## src/rtl/msg_schedule_ctrl.sv

```systemverilog
// msg_schedule_ctrl: SHA-256 message-schedule sequencer; loads 16 words, then
// streams W[0..ROUNDS-1] using a 16-word sliding window.
module msg_schedule_ctrl #(
    parameter int ROUNDS = 64
) (
    input  logic        clk,
    input  logic        rst_n,
    input  logic        start,
    input  logic        in_valid,
    output logic        in_ready,
    input  logic [31:0] in_data,
    output logic        w_valid,
    input  logic        w_ready,
    output logic [31:0] w_data,
    output logic [5:0]  w_index,
    output logic        busy,
    output logic        done
);
    typedef enum logic [1:0] {IDLE, LOAD, EMIT, DONE} state_t;

    localparam logic [5:0] LAST = 6'(ROUNDS - 1);

    state_t      state;
    logic [31:0] win [16];
    logic [3:0]  cnt;
    logic [5:0]  t;
    logic [31:0] next_w;

    function automatic logic [31:0] sig0(input logic [31:0] x);
        return {x[6:0], x[31:7]} ^ {x[17:0], x[31:18]} ^ (x >> 3);
    endfunction

    function automatic logic [31:0] sig1(input logic [31:0] x);
        return {x[16:0], x[31:17]} ^ {x[18:0], x[31:19]} ^ (x >> 10);
    endfunction

    // slot 0 = W[t-16], slot 1 = W[t-15], slot 9 = W[t-7], slot 14 = W[t-2]
    assign next_w   = sig1(win[14]) + win[9] + sig0(win[1]) + win[0];
    assign in_ready = state == LOAD;
    assign w_valid  = state == EMIT;
    assign busy     = state != IDLE;
    assign done     = state == DONE;
    assign w_index  = t;
    assign w_data   = !w_valid ? 32'd0 : (t < 6'd16) ? win[t[3:0]] : next_w;

    always_ff @(posedge clk or negedge rst_n) begin
        if (!rst_n) begin
            state <= IDLE;
            cnt   <= '0;
            t     <= '0;
            for (int i = 0; i < 16; i++) win[i] <= '0;
        end else begin
            case (state)
                IDLE: begin
                    if (start) begin
                        state <= LOAD;
                        cnt   <= '0;
                    end
                end
                LOAD: begin
                    if (in_valid) begin
                        for (int i = 0; i < 15; i++) win[i] <= win[i+1];
                        win[15] <= in_data;
                        cnt     <= cnt + 4'd1;
                        if (cnt == 4'd15) begin
                            state <= EMIT;
                            t     <= '0;
                        end
                    end
                end
                EMIT: begin
                    if (w_ready) begin
                        if (t >= 6'd16) begin
                            for (int i = 0; i < 15; i++) win[i] <= win[i+1];
                            win[15] <= next_w;
                        end
                        // t returns to 0 on the last word so it never passes LAST
                        t <= (t == LAST) ? 6'd0 : t + 6'd1;
                        if (t == LAST) state <= DONE;
                    end
                end
                default: state <= IDLE;
            endcase
        end
    end
endmodule

```

## config.mk

```make
export PLATFORM = sky130hd
export DESIGN_NAME = msg_schedule_ctrl
export DESIGN_NICKNAME = d
export VERILOG_FILES = /design/src/rtl/msg_schedule_ctrl.sv
export SDC_FILE = /design/constraint.sdc
export NUM_CORES = 1
export LEC_CHECK = 0
export ABC_AREA = 0
export CORE_ASPECT_RATIO = 1.4
export CORE_UTILIZATION = 50
export DETAILED_ROUTE_END_ITERATION = 10
export GPL_TIMING_DRIVEN = 1
export PLACE_DENSITY = 0.67
export SETUP_SLACK_MARGIN = 0.3
export SLEW_MARGIN = 15
export SYNTH_ARGS = -nofsm -noshare
export SYNTH_HDL_FRONTEND = slang
export SYNTH_SLANG_ARGS = --single-unit
export TNS_END_PERCENT = 50
```

## constraint.sdc

```tcl
create_clock -name clk -period 6 [get_ports clk]
set_input_delay 0.9 -clock clk [delete_from_list [all_inputs] [get_ports clk]]
set_output_delay 0.9 -clock clk [all_outputs]
set_load 0.05 [all_outputs]
```

==> Word-level counts from Yosys, hierarchy flattened <==
Index checks and enable logic that the tools add are counted.
{ "classes": {"n_addsub": 5, "n_lt_le_gt_ge": 3, "eq_ne": 11, "n_mux": 23, "bitwise_logic": 5, "reduce_logical": 8} }
{ "ops": {"columns": ["operator", "n"], "rows": [
  ["two-way mux 512 bit", 3],
  ["case mux 512 bit (2 select lines)", 1],
  ["binary-select mux 32 bit (select 4 bit)", 1],
  ["two-way mux 32 bit", 4],
  ["adder 32 bit", 3],
  ["XOR 32 bit", 2],
  ["XOR 32 x 22 -> 32 bit", 1],
  ["XOR 32 x 29 -> 32 bit", 1],
  ["two-way mux 6 bit", 4],
  ["case mux 6 bit (2 select lines)", 1],
  ["two-way mux 2 bit", 5],
  ["two-way mux 4 bit", 2],
  ["inequality test 2 x 1 -> 1 bit, second input constant", 4],
  ["case mux 4 bit (2 select lines)", 1],
  ["AND reduction 4 bit", 2],
  ["adder 6 x 1 -> 6 bit, second input constant", 1],
  ["equality test 6 bit, second input constant", 1],
  ["greater-or-equal comparator 6 x 5 -> 1 bit, second input constant", 1],
  ["less-than comparator 6 x 5 -> 1 bit, second input constant", 1],
  ["case mux 2 bit (3 select lines)", 1],
  ["nonzero test 2 bit", 3],
  ["greater-or-equal comparator 5 bit, second input constant", 1],
  ["NOT 4 -> 5 bit", 1],
  ["AND reduction 5 bit", 1],
  ["other kinds (7)", 9]
]} }
{ "word_totals": {"regBits": 524, "input_bits": 37, "out_inout_bits": 42} }

==> Logic depth before layout (Yosys ltp) <==
{ "logic_depth": {"word_depth": 8, "mapped_depth": 17} }

==> Worst setup path before layout <==
OpenSTA, ideal clock, no wires.
{ "synth_path": {"kind": "flip-flop to output port", "startpoint": "reg win[59] (netlist name)", "endpoint": "out w_data[31]", "arrival_ns": 4.689, "t_required_ns": 5.100, "setup_slack_ns": 0.411, "path_stages_with_launch": 16, "cell_sequence": "dfrtp_1 -> clkbuf_1 -> xor2_1 -> xnor2_1 -> fa_1 -> fa_1 -> inv_1 -> ha_1 -> clkbuf_1 -> a21o_1 -> o21bai_1 -> a221o_1 -> o41ai_4 -> o31ai_1 -> xnor2_1 -> o21ai_0"} }
{ "synth_via": {"elab_chain_cells": 7} }
{ "synth_rtl": {"columns": ["element", "line_no", "rtl"], "rows": [
  ["start, declared", "24", "logic [31:0] win [16];"],
  ["XOR 32 bit", "34", "return {x[16:0], x[31:17]} ^ {x[18:0], x[31:19]} ^ (x >> 10);"],
  ["XOR 32 x 22 -> 32 bit (*)", "34", null],
  ["adder 32 bit (*) (3 in a row)", "38", "assign next_w = sig1(win[14]) + win[9] + sig0(win[1]) + win[0];"],
  ["two-way mux 32 bit (*) (2 in a row)", "44", "assign w_data = !w_valid ? 32'd0 : (t < 6'd16) ? win[t[3:0]] : next_w;"],
  ["end, declared", "14", "output logic [31:0] w_data,"]
]} }
Every way passes the cells marked *; elsewhere a longest branch is shown, timed or not.

==> Worst setup path after layout <==
{ "layout_path": {"startpoint": "reg win[52] (netlist name)", "endpoint": "out w_data[31]"} }
The elaborated chain is that of the path after synthesis.

==> reports/results.ini <==
[worst_setup_path]
worst-setup-path-type = reg2out
crit_arrival_ns = 4.82
r2r_cells = 17
critPathRequiredTime_ns = 5.10
worstSetupEndpointType = output pin
critPathLaunchType = register
worstPathMaxFanout = 6

[die]
rows = 103
dieArea_um2 = 58300
initial_core_util_pct = 50.7
core-area_um2 = 56600
die_y_um = 285
fp.dieW_um = 204
design.portCount = 79

[clock_network]
cts_hold_buf = 0
cts_buffers = 53
root_buffer = clkbuf_16
clk_latency_ns = 0.61
cts_tree = done
cts_buffer_depth = 3
cts_sinks = 524
cts.clk_slew.worst_paths_ns = 0.07
cts.htree.levels = 2

[global_routing]
gr-total-overflow = 0
track_usage_pct = 28.8
grt_antenna_before_repair = 1
grt_pass1_vias = 21083
grt_pass1_wl_mm = 127
grt_max_degree = 222

[yosys]
syn_nets = 3198
yosys_register_bits = 524
yosys_warnings = 0
syn_avg_cell_area_um2 = 9.36
synth-async-reset-ratio_pct = 100
synth_cell_types = 53
synthCells = 3062
netlist_area_um2 = 28700
ys_seq_area_share_pct = 45.7
synth_edf_count = 0
synthFlopType = dfrtp_1

[layout]
layout.core_utilization_pct = 57.3
fillers = 4874
finalNetCount = 3161
area_growth_pct = 13.0
drive_above_1_share_pct = 14.2
diodes = 0

[sta]
period_minus_slack_ns = 5.72
fin_skew_ns = 0.0208
max_freq_mhz = 175
final-hold-violation-count = 0
slew_headroom_pct = 27.1
worst_pin_slew_ns = 1.09
fin_crit_sh_pct = 95.3
maxSlewViolCount = 0
setup_slack_ns = 0.280
setup_viol = 0
rsz0062_at_grt = yes
tns_ns = 0

[job]
drv_cap = 0

[detailed_routing]
post_drt_wl_per_cell_um = 21.6
vias_per_cell = 5.64
vias = 21434
ant_nets = 0
routed_wl_mm = 82.3
first_iter_violations = 2223
drc = 0
dr.pass1.iters = 9

[placement]
gp_congestion = 0.939
io_buffers = 78
pre_cts_ws_ns = 0.298
dp_hpwl_mm = 58.3

[run_status]
status = complete, no violations

[min_path]
holdCritPathClass = in2async

==> sequential cells by signal, summed over array words and instances, names as in the netlist <==
signal / count
win: 512
cnt: 4
state: 2
w_index: 6
==> layer usage <==
layer | share of wire [%] | GRT usage, %
met1 | 43 | 40.2
met2 | 50 | 48.3
met3 | 5.1 | 3.03
met4 | 2.6 | 7.43
met5 | 0 | 0
==> metrics by stage <==
stage	std cells	instance area [um^2]	hold slack, ns
2_1_floorplan	3062	28700	0.452
3_3_place_gp	3682	29900	0.464
3_5_place_dp	3682	29900	0.474
4_1_cts	3788	32000	0.355
5_1_grt	3803	32400	0.376
6_report	3803	32400	0.328
==> cells by family (layout without fill, tap and decap cells) <==
family,count (synthesis),in the layout,synth area share [%]
simple gates,1471,1471,19.9
flops,524,524,45.7
buf+inv,365,371,5.15
compound gates,282,282,5.66
mux,175,175,13.1
xor+xnor,146,146,4.46
fa+ha+maj,99,99,5.94
==> critical path, cell delays in order (launching register included) <==
cell      delay [ns]
dfrtp_2         0.47
xor2_2          0.21
xnor2_2         0.15
fa_1            0.49
fa_1            0.56
inv_2           0.06
ha_4            0.27
a21o_1          0.18
o21bai_4        0.19
a221o_1         0.39
o41ai_4         0.49
o31ai_2         0.11
xnor2_1         0.23
o21ai_1         0.10
buf_4           0.18
buf_12          0.14
==> worst paths after layout <==
kind | slack, ns | from | to
hold reg to reg | 0.49 | win[304] | win[336]
hold / removal | 0.33 | rst_n | win[290]
setup reg to reg | 1.50 | win[52] | win[13]
min in group clk | 0.49 | win[304] | win[336]
setup / recovery | 0.28 | win[52] | w_data[31]
max in group asynchronous | 4.09 | rst_n | win[50]
==> synth_stat cells (3+ instances only) <==
master | instances | area, um^2
nand3_1 | 14 | 70.1
o21bai_1 | 5 | 37.5
a31oi_1 | 5 | 31.3
inv_1 | 129 | 484
o21ai_0 | 147 | 736
mux2_2 | 4 | 45.0
a221o_1 | 5 | 50.1
xor2_1 | 55 | 482
mux2i_1 | 11 | 110
nand2b_1 | 6 | 37.5
nand2_1 | 1357 | 5090
mux4_2 | 160 | 3600
and2_1 | 3 | 18.8
buf_1 | 20 | 75.1
a211oi_1 | 5 | 37.5
clkbuf_1 | 163 | 612
o31ai_1 | 6 | 45.0
fa_1 | 62 | 1240
o21a_1 | 6 | 45.0
or3_1 | 5 | 31.3
a21oi_1 | 66 | 330
o211ai_1 | 7 | 52.6
and3_1 | 22 | 138
xnor2_1 | 91 | 797
ha_1 | 37 | 463
dfrtp_1 | 524 | 13100
nor3_1 | 10 | 50.1
a21o_1 | 12 | 90.1
buf_2 | 47 | 235
nor2_1 | 28 | 105
nand4_1 | 17 | 106
==> layout make-up <==
class | instances | area (um^2) | share of cell area (%)
Timing Repair Buffer | 144 | 1390 | 4.30
Tap cell | 735 | 920 | 2.84
Inverter | 129 | 484 | 1.49
Clock inverter | 33 | 424 | 1.31
Multi-Input combinational cell | 2173 | 14600 | 44.9
Sequential cell | 524 | 13100 | 40.6
Clock buffer | 65 | 1470 | 4.55
==> placed cells by master, fill, tap and decap left out, drive strengths merged, types with 7 or more instances in the layout <==
master	instances
nor3	10
clkbuf	67
ha	37
mux4	160
bufinv	9
and3	22
mux2i	11
dfrtp	524
clkinv	17
xnor2	91
inv	132
nor2	28
nand3	14
nand4	17
o21ai	148
a21oi	66
fa	62
nand2	1357
o211ai	7
a21o	12
xor2	55
buf	86
clkdlybuf4s50	50
==> repair_timing <==
action,CTS,global route
pin swaps,12,26
setup buffers,8,15
endpoints found under the setup margin,29,26
resized for setup,84,61
Power is not shown: default switching activity piles up to over one toggle a cycle in this logic, so the estimate is an artifact.
